## src/rtl/vga_scan_out_pkg.sv

```systemverilog
// Shared timing defaults, colour constants and TinyVGA PMOD bit layout for the VGA scan-out path.
package vga_scan_out_pkg;

   localparam int CNT_W = 32'd10;

   localparam int H_ACTIVE_DEF = 32'd640;
   localparam int H_FP_DEF     = 32'd16;
   localparam int H_SYNC_DEF   = 32'd96;
   localparam int H_BP_DEF     = 32'd48;
   localparam int V_ACTIVE_DEF = 32'd480;
   localparam int V_FP_DEF     = 32'd10;
   localparam int V_SYNC_DEF   = 32'd2;
   localparam int V_BP_DEF     = 32'd33;

   localparam logic [5:0] COLOR_BLACK = 6'b000000;

   // TinyVGA byte: {hs, B0, G0, R0, vs, B1, G1, R1}
   localparam int VGA_HS_BIT = 32'd7;
   localparam int VGA_B0_BIT = 32'd6;
   localparam int VGA_G0_BIT = 32'd5;
   localparam int VGA_R0_BIT = 32'd4;
   localparam int VGA_VS_BIT = 32'd3;
   localparam int VGA_B1_BIT = 32'd2;
   localparam int VGA_G1_BIT = 32'd1;
   localparam int VGA_R1_BIT = 32'd0;

   localparam logic [7:0] VGA_IDLE = 8'h88;

   // rgb is RRGGBB with the MSB of each pair being the "1" bit of that channel
   function automatic logic [7:0] tinyvga_pack(input logic hs_n, input logic vs_n,
                                               input logic [5:0] rgb);
      logic [7:0] b;
      b             = 8'h00;
      b[VGA_HS_BIT] = hs_n;
      b[VGA_VS_BIT] = vs_n;
      b[VGA_R1_BIT] = rgb[5];
      b[VGA_R0_BIT] = rgb[4];
      b[VGA_G1_BIT] = rgb[3];
      b[VGA_G0_BIT] = rgb[2];
      b[VGA_B1_BIT] = rgb[1];
      b[VGA_B0_BIT] = rgb[0];
      return b;
   endfunction

endpackage

```

## src/rtl/vga_scan_out_if.sv

```systemverilog
// Pixel bus between the scan-out block (master) and the flag pattern multiplexer (slave).
interface vga_scan_out_if;
   import vga_scan_out_pkg::*;

   logic [5:0]       color;
   logic [CNT_W-1:0] pix_x;
   logic [CNT_W-1:0] pix_y;
   logic             display_on;
   logic [7:0]       frame;
   logic             frame_start;
   logic [2:0]       flag_sel;
   logic [7:0]       vga_out;

   modport master (
      input  color,
      output pix_x, pix_y, display_on, frame, frame_start, flag_sel, vga_out
   );

   modport slave (
      output color,
      input  pix_x, pix_y, display_on, frame, frame_start, flag_sel, vga_out
   );

endinterface

```

## src/rtl/vga_scan_out_hv_counter.sv

```systemverilog
// Raster position counters with blanking, sync and frame-boundary decode.
module vga_scan_out_hv_counter
   import vga_scan_out_pkg::*;
#(
   parameter int H_ACTIVE = H_ACTIVE_DEF,
   parameter int H_FP     = H_FP_DEF,
   parameter int H_SYNC   = H_SYNC_DEF,
   parameter int H_BP     = H_BP_DEF,
   parameter int V_ACTIVE = V_ACTIVE_DEF,
   parameter int V_FP     = V_FP_DEF,
   parameter int V_SYNC   = V_SYNC_DEF,
   parameter int V_BP     = V_BP_DEF
)
(
   input  logic             clk,
   input  logic             reset,
   output logic [CNT_W-1:0] pix_x,
   output logic [CNT_W-1:0] pix_y,
   output logic             display_on,
   output logic             hs_n,
   output logic             vs_n,
   output logic             frame_start,
   output logic             frame_wrap
);

   localparam logic [CNT_W-1:0] H_LAST   = 10'(H_ACTIVE + H_FP + H_SYNC + H_BP - 32'd1);
   localparam logic [CNT_W-1:0] V_LAST   = 10'(V_ACTIVE + V_FP + V_SYNC + V_BP - 32'd1);
   localparam logic [CNT_W-1:0] H_ACT_C  = 10'(H_ACTIVE);
   localparam logic [CNT_W-1:0] V_ACT_C  = 10'(V_ACTIVE);
   localparam logic [CNT_W-1:0] HS_START = 10'(H_ACTIVE + H_FP);
   localparam logic [CNT_W-1:0] HS_END   = 10'(H_ACTIVE + H_FP + H_SYNC);
   localparam logic [CNT_W-1:0] VS_START = 10'(V_ACTIVE + V_FP);
   localparam logic [CNT_W-1:0] VS_END   = 10'(V_ACTIVE + V_FP + V_SYNC);

   logic [CNT_W-1:0] pix_x_r;
   logic [CNT_W-1:0] pix_y_r;
   logic             line_end_s;
   logic             frame_end_s;

   // >= rather than == so a corrupted count recovers on the next edge instead of running to 1023
   always_comb begin
      line_end_s  = (pix_x_r >= H_LAST);
      frame_end_s = (pix_y_r >= V_LAST);
   end

   // Horizontal and vertical position counters
   always_ff @(posedge clk or posedge reset) begin
      if (reset) begin
         pix_x_r <= 10'd0;
         pix_y_r <= 10'd0;
      end else if (line_end_s) begin
         pix_x_r <= 10'd0;
         if (frame_end_s) begin
            pix_y_r <= 10'd0;
         end else begin
            pix_y_r <= pix_y_r + 10'd1;
         end
      end else begin
         pix_x_r <= pix_x_r + 10'd1;
         if (pix_y_r > V_LAST) begin
            pix_y_r <= 10'd0;
         end
      end
   end

   // Position decode; syncs are active low
   always_comb begin
      display_on  = (pix_x_r < H_ACT_C) && (pix_y_r < V_ACT_C);
      hs_n        = !((pix_x_r >= HS_START) && (pix_x_r < HS_END));
      vs_n        = !((pix_y_r >= VS_START) && (pix_y_r < VS_END));
      frame_start = (pix_x_r == 10'd0) && (pix_y_r == 10'd0);
      frame_wrap  = line_end_s && frame_end_s;
   end

   assign pix_x = pix_x_r;
   assign pix_y = pix_y_r;

endmodule

```

## src/rtl/vga_scan_out.sv

```systemverilog
// 640x480@60 scan-out: raster counters, registered TinyVGA PMOD byte, frame counter.
// Optional flag cycler enabled by defining VGA_FLAG_CYCLE_EN.
module vga_scan_out
   import vga_scan_out_pkg::*;
#(
   parameter int H_ACTIVE    = H_ACTIVE_DEF,
   parameter int H_FP        = H_FP_DEF,
   parameter int H_SYNC      = H_SYNC_DEF,
   parameter int H_BP        = H_BP_DEF,
   parameter int V_ACTIVE    = V_ACTIVE_DEF,
   parameter int V_FP        = V_FP_DEF,
   parameter int V_SYNC      = V_SYNC_DEF,
   parameter int V_BP        = V_BP_DEF
`ifdef VGA_FLAG_CYCLE_EN
   ,
   parameter int NUM_FLAGS   = 32'd8,
   parameter int HOLD_FRAMES = 32'd180
`endif
)
(
   input  logic          clk,
   input  logic          reset,
   vga_scan_out_if.master bus
);

   logic [CNT_W-1:0] pix_x_s;
   logic [CNT_W-1:0] pix_y_s;
   logic             display_on_s;
   logic             hs_n_s;
   logic             vs_n_s;
   logic             frame_start_s;
   logic             frame_wrap_s;
   logic [5:0]       rgb_s;
   logic [7:0]       vga_out_r;
   logic [7:0]       frame_r;
   logic [2:0]       flag_sel_s;

   vga_scan_out_hv_counter #(
      .H_ACTIVE (H_ACTIVE),
      .H_FP     (H_FP),
      .H_SYNC   (H_SYNC),
      .H_BP     (H_BP),
      .V_ACTIVE (V_ACTIVE),
      .V_FP     (V_FP),
      .V_SYNC   (V_SYNC),
      .V_BP     (V_BP)
   ) u_hv (
      .clk         (clk),
      .reset       (reset),
      .pix_x       (pix_x_s),
      .pix_y       (pix_y_s),
      .display_on  (display_on_s),
      .hs_n        (hs_n_s),
      .vs_n        (vs_n_s),
      .frame_start (frame_start_s),
      .frame_wrap  (frame_wrap_s)
   );

   // Colour is blanked outside the active window; syncs pass through untouched
   always_comb begin
      if (display_on_s) begin
         rgb_s = bus.color;
      end else begin
         rgb_s = COLOR_BLACK;
      end
   end

   // Output byte lags the counters by one clock, keeping syncs aligned with their pixel
   always_ff @(posedge clk or posedge reset) begin
      if (reset) begin
         vga_out_r <= VGA_IDLE;
      end else begin
         vga_out_r <= tinyvga_pack(hs_n_s, vs_n_s, rgb_s);
      end
   end

   // Frame counter advances on the raster wrap edge
   always_ff @(posedge clk or posedge reset) begin
      if (reset) begin
         frame_r <= 8'd0;
      end else if (frame_wrap_s) begin
         frame_r <= frame_r + 8'd1;
      end
   end

`ifdef VGA_FLAG_CYCLE_EN
   localparam logic [7:0] HOLD_LAST = 8'(HOLD_FRAMES - 32'd1);
   localparam logic [2:0] FLAG_LAST = 3'(NUM_FLAGS - 32'd1);

   logic [7:0] hold_r;
   logic [2:0] flag_sel_r;

   // Flag changes only on the raster wrap, so a visible frame never mixes two flags
   always_ff @(posedge clk or posedge reset) begin
      if (reset) begin
         hold_r     <= 8'd0;
         flag_sel_r <= 3'd0;
      end else if (frame_wrap_s) begin
         if (hold_r >= HOLD_LAST) begin
            hold_r <= 8'd0;
            if (flag_sel_r >= FLAG_LAST) begin
               flag_sel_r <= 3'd0;
            end else begin
               flag_sel_r <= flag_sel_r + 3'd1;
            end
         end else begin
            hold_r <= hold_r + 8'd1;
         end
      end
   end

   assign flag_sel_s = flag_sel_r;
`else
   assign flag_sel_s = 3'd0;
`endif

   assign bus.pix_x       = pix_x_s;
   assign bus.pix_y       = pix_y_s;
   assign bus.display_on  = display_on_s;
   assign bus.frame_start = frame_start_s;
   assign bus.frame       = frame_r;
   assign bus.flag_sel    = flag_sel_s;
   assign bus.vga_out     = vga_out_r;

endmodule
```

## src/flat_wrapper.sv

```systemverilog
// flat-port wrapper written by rule: the top's interface ports become plain ports
module vga_scan_out_flat import vga_scan_out_pkg::*;
#(
   parameter int H_ACTIVE    = H_ACTIVE_DEF,
   parameter int H_FP        = H_FP_DEF,
   parameter int H_SYNC      = H_SYNC_DEF,
   parameter int H_BP        = H_BP_DEF,
   parameter int V_ACTIVE    = V_ACTIVE_DEF,
   parameter int V_FP        = V_FP_DEF,
   parameter int V_SYNC      = V_SYNC_DEF,
   parameter int V_BP        = V_BP_DEF

)
  (clk, reset, bus_color, bus_pix_x, bus_pix_y, bus_display_on, bus_frame, bus_frame_start, bus_flag_sel, bus_vga_out);
  vga_scan_out_if bus_i ();
  input  logic clk;
  input  logic reset;
  input wire logic [$bits(bus_i.color)-1:0] bus_color;
  output wire logic [$bits(bus_i.pix_x)-1:0] bus_pix_x;
  output wire logic [$bits(bus_i.pix_y)-1:0] bus_pix_y;
  output wire logic [$bits(bus_i.display_on)-1:0] bus_display_on;
  output wire logic [$bits(bus_i.frame)-1:0] bus_frame;
  output wire logic [$bits(bus_i.frame_start)-1:0] bus_frame_start;
  output wire logic [$bits(bus_i.flag_sel)-1:0] bus_flag_sel;
  output wire logic [$bits(bus_i.vga_out)-1:0] bus_vga_out;
  assign bus_i.color = bus_color;
  assign bus_pix_x = bus_i.pix_x;
  assign bus_pix_y = bus_i.pix_y;
  assign bus_display_on = bus_i.display_on;
  assign bus_frame = bus_i.frame;
  assign bus_frame_start = bus_i.frame_start;
  assign bus_flag_sel = bus_i.flag_sel;
  assign bus_vga_out = bus_i.vga_out;
  vga_scan_out #(.H_ACTIVE(H_ACTIVE), .H_FP(H_FP), .H_SYNC(H_SYNC), .H_BP(H_BP), .V_ACTIVE(V_ACTIVE), .V_FP(V_FP), .V_SYNC(V_SYNC), .V_BP(V_BP)) u_core (.clk(clk), .reset(reset), .bus(bus_i));
endmodule
```

## config.mk

```make
export PLATFORM = sky130hd
export DESIGN_NAME = vga_scan_out_flat
export DESIGN_NICKNAME = d
export VERILOG_FILES = /design/src/rtl/vga_scan_out_pkg.sv /design/src/rtl/vga_scan_out_if.sv /design/src/rtl/vga_scan_out_hv_counter.sv /design/src/rtl/vga_scan_out.sv /design/src/flat_wrapper.sv
export SDC_FILE = /design/constraint.sdc
export NUM_CORES = 1
export LEC_CHECK = 0
export BUFFER_PORTS_ARGS = -buffer_cell sky130_fd_sc_hd__buf_2
export CAP_MARGIN = 20
export CORE_MARGIN = 2
export CORE_UTILIZATION = 40
export CTS_BUF_LIST = sky130_fd_sc_hd__clkbuf_8 sky130_fd_sc_hd__clkbuf_16
export DETAILED_ROUTE_END_ITERATION = 7
export GPL_ROUTABILITY_DRIVEN = 1
export HOLD_SLACK_MARGIN = 0.1
export PLACE_DENSITY = 0.6
export SLEW_MARGIN = 20
export SYNTH_ARGS = -nofsm -noshare
export SYNTH_HDL_FRONTEND = slang
export SYNTH_HIERARCHICAL = 1
export SYNTH_SLANG_ARGS = --single-unit
export TNS_END_PERCENT = 100
```

## constraint.sdc

```tcl
create_clock -name clk -period 3.05 [get_ports clk]
set_clock_uncertainty 0.2 [all_clocks]
set_input_delay 0.61 -clock clk [delete_from_list [all_inputs] [get_ports clk]]
set_output_delay 0.61 -clock clk [all_outputs]
set_load 0.01 [all_outputs]
```

# Word-level counts from Yosys, hierarchy flattened
# Cells that the tools add are included.
# totals
word_cells	31
out_inout_bits	41
regBits	36
inputBits	8
# classes
n_mux	5
n_lt_le_gt_ge	9
n_reduce_logical	10
addsub	3
# op_table
cell	count
2-to-1 mux 10 bit	4
greater-or-equal comparator 10 bit, second input constant	3
adder 10 x 1 -> 10 bit, second input constant	2
zero test 10 bit	2
< comparator 10 bit, second input constant	2
< comparator 10 x 9 -> 1 bit, second input constant	2
greater-or-equal comparator 10 x 9 -> 1 bit, second input constant	1
greater-than comparator 10 bit, second input constant	1
adder 8 x 1 -> 8 bit, second input constant	1
2-to-1 mux 6 bit	1
logical AND 1 bit	5
zero test 1 bit	2
nonzero test 2 bit	1

# Depth between registers and ports, before layout
# logic_depth
ltp_word	3
mapped_depth	8
depth_no_buf	7

# By module
# The synthesis kept the hierarchy.
# by_module_without_submodules
mod	instances	area_per_inst_um2	seq_area_each_um2	cells_each
vga_scan_out_hv_counter	1	1232.4	500.5	141
vga_scan_out	1	611.8	402.9	45

# Least setup slack after synthesis
# OpenSTA, ideal clock, no wires.
# synth_timing
path_type	reg-to-reg
startpoint	reg u_core.u_hv.pix_x_r[0], in the netlist u_core/u_hv/pix_x[0]
endpoint	reg u_core.frame_r[7], in the netlist u_core/bus.frame[7]
arrival_ns	1.977
path_slack_ns	0.794
setup_ns	0.079
synth_period_minus_slack_ns	2.256
path_stages_with_launch	8
required_ns	2.771
path_cell_list	dfrtp_1 > ha_1 > and4_1 > a31oi_2 > nor2_1 > nand4_2 > nor3_2 > xor2_1
# synth_between
elab_chain_len	2
# synth_lines
item	line_no	rtl
start, declared	vga_scan_out_hv_counter.sv:35	logic [CNT_W-1:0] pix_x_r;
start signal, assigned	vga_scan_out_hv_counter.sv:59	pix_x_r <= pix_x_r + 10'd1;
greater-or-equal comparator 10 bit	vga_scan_out_hv_counter.sv:42	line_end_s = (pix_x_r >= H_LAST);
logical AND 1 bit	vga_scan_out_hv_counter.sv:72	frame_wrap = line_end_s && frame_end_s;
named net u_core.frame_wrap_s	vga_scan_out.sv:32	logic frame_wrap_s;
end signal, assigned	vga_scan_out.sv:82	frame_r <= frame_r + 8'd1;
end, declared	vga_scan_out.sv:35	logic [7:0] frame_r;
# The timed path passes the listed nets, and every way through them passes these cells.
# A chain may end at the register's enable or synchronous reset.

# Worst setup path in the final report
# layout_timing
startpoint	reg u_core.u_hv.pix_y_r[1], in the netlist u_core/u_hv/pix_y[1]
endpoint	out bus_frame_start
# layout_between
elab_chain_len	2
# layout_lines
item	line_no	rtl
start, declared	vga_scan_out_hv_counter.sv:36	logic [CNT_W-1:0] pix_y_r;
start signal, assigned	vga_scan_out_hv_counter.sv:56	pix_y_r <= pix_y_r + 10'd1;
zero test 10 bit	vga_scan_out_hv_counter.sv:71	frame_start = (pix_x_r == 10'd0) && (pix_y_r == 10'd0);
logical AND 1 bit	vga_scan_out_hv_counter.sv:71	
end, declared	flat_wrapper.sv:23	output wire logic [$bits(bus_i.frame_start)-1:0] bus_frame_start;
# No other way between the ends.

==> results_dict.tcl <==
set metrics [dict create \
    cts_buffer_depth 2 \
    fin_crit_ns 2.62 \
    async_reset_ff_share_pct 100 \
    cp-end-kind "primary output" \
    ir_drop_mv 0.210 \
    wire_per_inst_um 14.2 \
    grt_antenna_before_repair 0 \
    run_status "finished, final reports clean" \
    fp.dieW_um 71.9 \
    insertion_delay_ns 0.28 \
    netlist_top_cells_count "dfrtp_1, nand3_1, nor2_1" \
    required_ns 2.24 \
    fin_cells 283 \
    worstPathArrival_ns 1.81 \
    post-route-period-util_pct 86.0 \
    drt_iter0_drc 133 \
    reg2regPathDepth 7 \
    grt_pass1_vias 1421 \
    placed_cells 275 \
    final-hold-violation-count 0 \
    seq_area_um2 903 \
    area.growth.synth_to_final_pct 19.6 \
    gp_congestion 0.746 \
    yosysUniqueCellTypes 41 \
    cts_buffers 5 \
    power_uw 906 \
    grt_overflow_total 0 \
    antenna_cells 0 \
    tns_ns 0 \
    synthCells 186 \
    drv_cap 0 \
    die_y_um 71.9 \
    ys.flop_type "dfrtp_1" \
    synth_top_cell_by_area "dfrtp_1" \
    ys_warn_count 6 \
    viasPerCell 5.28 \
    cts.sinks 36 \
    netlist_area_um2 1840 \
    hpwl_um 2870 \
    rsz0062_at_grt "no" \
    cts.clk_slew.worst_paths_ns 0.07 \
    dr.pass1.iters 4 \
    ys_ff_latch 36 \
    synth_area_per_cell_um2 9.92 \
    criticalPathCategory "register to primary output" \
    drc 0 \
    p_per_area_nw_per_um2 411 \
    multi_input_area_um2 863 \
    drt_wl_total_um 4020 \
    std_cell_rows 24 \
    drv_slew 0 \
    start_util_pct 42.1 \
    post_cts_buffers 0 \
    cts_tree "done" \
    drive_gt1_share_pct 28.1 \
    drtAntennaViolNets 0 \
    hold_buffers 0 \
    synth.most_common_cell "dfrtp_1" \
    tightest_slew_ns 0.796 \
    setup_viol_count_final 0 \
    nFillCells 420 \
    min_path_type "input pin to asynchronous set/reset pin" \
    io_pins 49 \
    ctsResizeCount 0 \
    grt_max_degree 25 \
    clock.fmax_mhz 381 \
    startpoint_type "register" \
    relSlewSlack_pct 46.9 \
    gr-usage-all-layers_pct 16.8 \
    ys_seq_area_share_pct 49.0 \
    nets 243 \
    critPathMaxFanout 7 \
    coreArea_um2 4380 \
    synth_area_leaders "dfrtp_1, nand3_1, nor2_1" \
    synth-edff-count 0 \
    vias 1494 \
    leakagePower_uw 0.00111 \
    synth_top_area_share_pct 46.1 \
    die-area_um2 5170 \
    io_buffers 45 \
    grt_pass1_wl_um 6770 \
    htreeDepth 2 \
    cts-root-buf "clkbuf_8" \
]
==> area by class of cell <==
| cell class | count | share of cell area [%] |
|---|---|---|
| well taps | 52 | 2.95 |
| inverters | 7 | 1.19 |
| flip-flops and latches | 36 | 41.0 |
| clock inverters | 3 | 1.76 |
| repair buffers | 47 | 10.9 |
| clock buffers | 5 | 3.12 |
| multi-input cells | 133 | 39.1 |
==> worst paths after layout <==
path | startpoint | end | slack (ns)
worst max register to register | u_core/u_hv/pix_x[0] | u_core/bus.frame[7] | 0.73
worst min-delay path | reset | u_core/bus.frame[2] | 0.18
worst max-delay path | u_core/u_hv/pix_y[1] | bus_frame_start | 0.43
worst min register to register | u_core/bus.frame[7] | u_core/bus.frame[7] | 0.27
min in group clk | u_core/bus.frame[7] | u_core/bus.frame[7] | 0.27
max in group asynchronous | reset | u_core/u_hv/pix_x[8] | 1.88
==> kinds of logic after synthesis <==
group	synth area share, %
mux	0.611
flops	49.0
compound gates	9.09
buf+inv	4.61
simple gates	26.5
other cells	0.203
fa+ha+maj	3.39
xor+xnor	6.65
==> critical path: stages, from the launching register on <==
cell	delay, ns
dfrtp_1	0.45
inv_1	0.11
ha_1	0.15
nor4b_1	0.23
nand3_1	0.11
nor4_1	0.30
buf_2	0.19
==> flip-flops by register name, indices dropped and copies added, names as in the netlist <==
signal              cells
u_core/bus.vga_out      8
u_core/u_hv/pix_y      10
u_core/bus.frame        8
u_core/u_hv/pix_x      10
==> placed cells by master (no fill, tap or decap), drive strengths merged, types with 3 or more instances in the layout <==
cell type   n
ha          5
o211ai      3
o21ai       5
nor3        3
dfrtp      34
a31oi       6
nand3      21
nand4b      5
nand4       7
and3        5
buf        47
nor2       20
and2        7
conb        3
xnor2       7
clkbuf      5
nand2      14
xor2        7
inv         8
==> where the power goes <==
group / internal [uW] / switching (uW)
logic: 7.96 / 15.9
registers: 481 / 0.785
clock network: 239 / 161
total: 728 / 177
==> layer usage <==
layer	part of all wire, %	vias up	routed length, um	track usage [%]
met5	0	-	0	0
met4	1.3	0	52	5.66
met3	7.1	7	284	5.00
met2	45	47	1790	27.0
met1	47	699	1890	21.9
li1	-	741	-	-
==> stage by stage <==
step / hold slack [ns] / utilization [%] / area [um2] / setup slack, ns
CTS: 0.200 / 50.3 / 2210 / 0.388
finish: 0.177 / 50.3 / 2210 / 0.426
floorplan: 0.304 / - / 1850 / 0.794
global placement: 0.256 / 47.9 / 2100 / 0.749
detailed placement: 0.267 / 47.9 / 2100 / 0.708
global route: 0.237 / 50.3 / 2210 / 0.192
(Power assumes the default switching activity.)
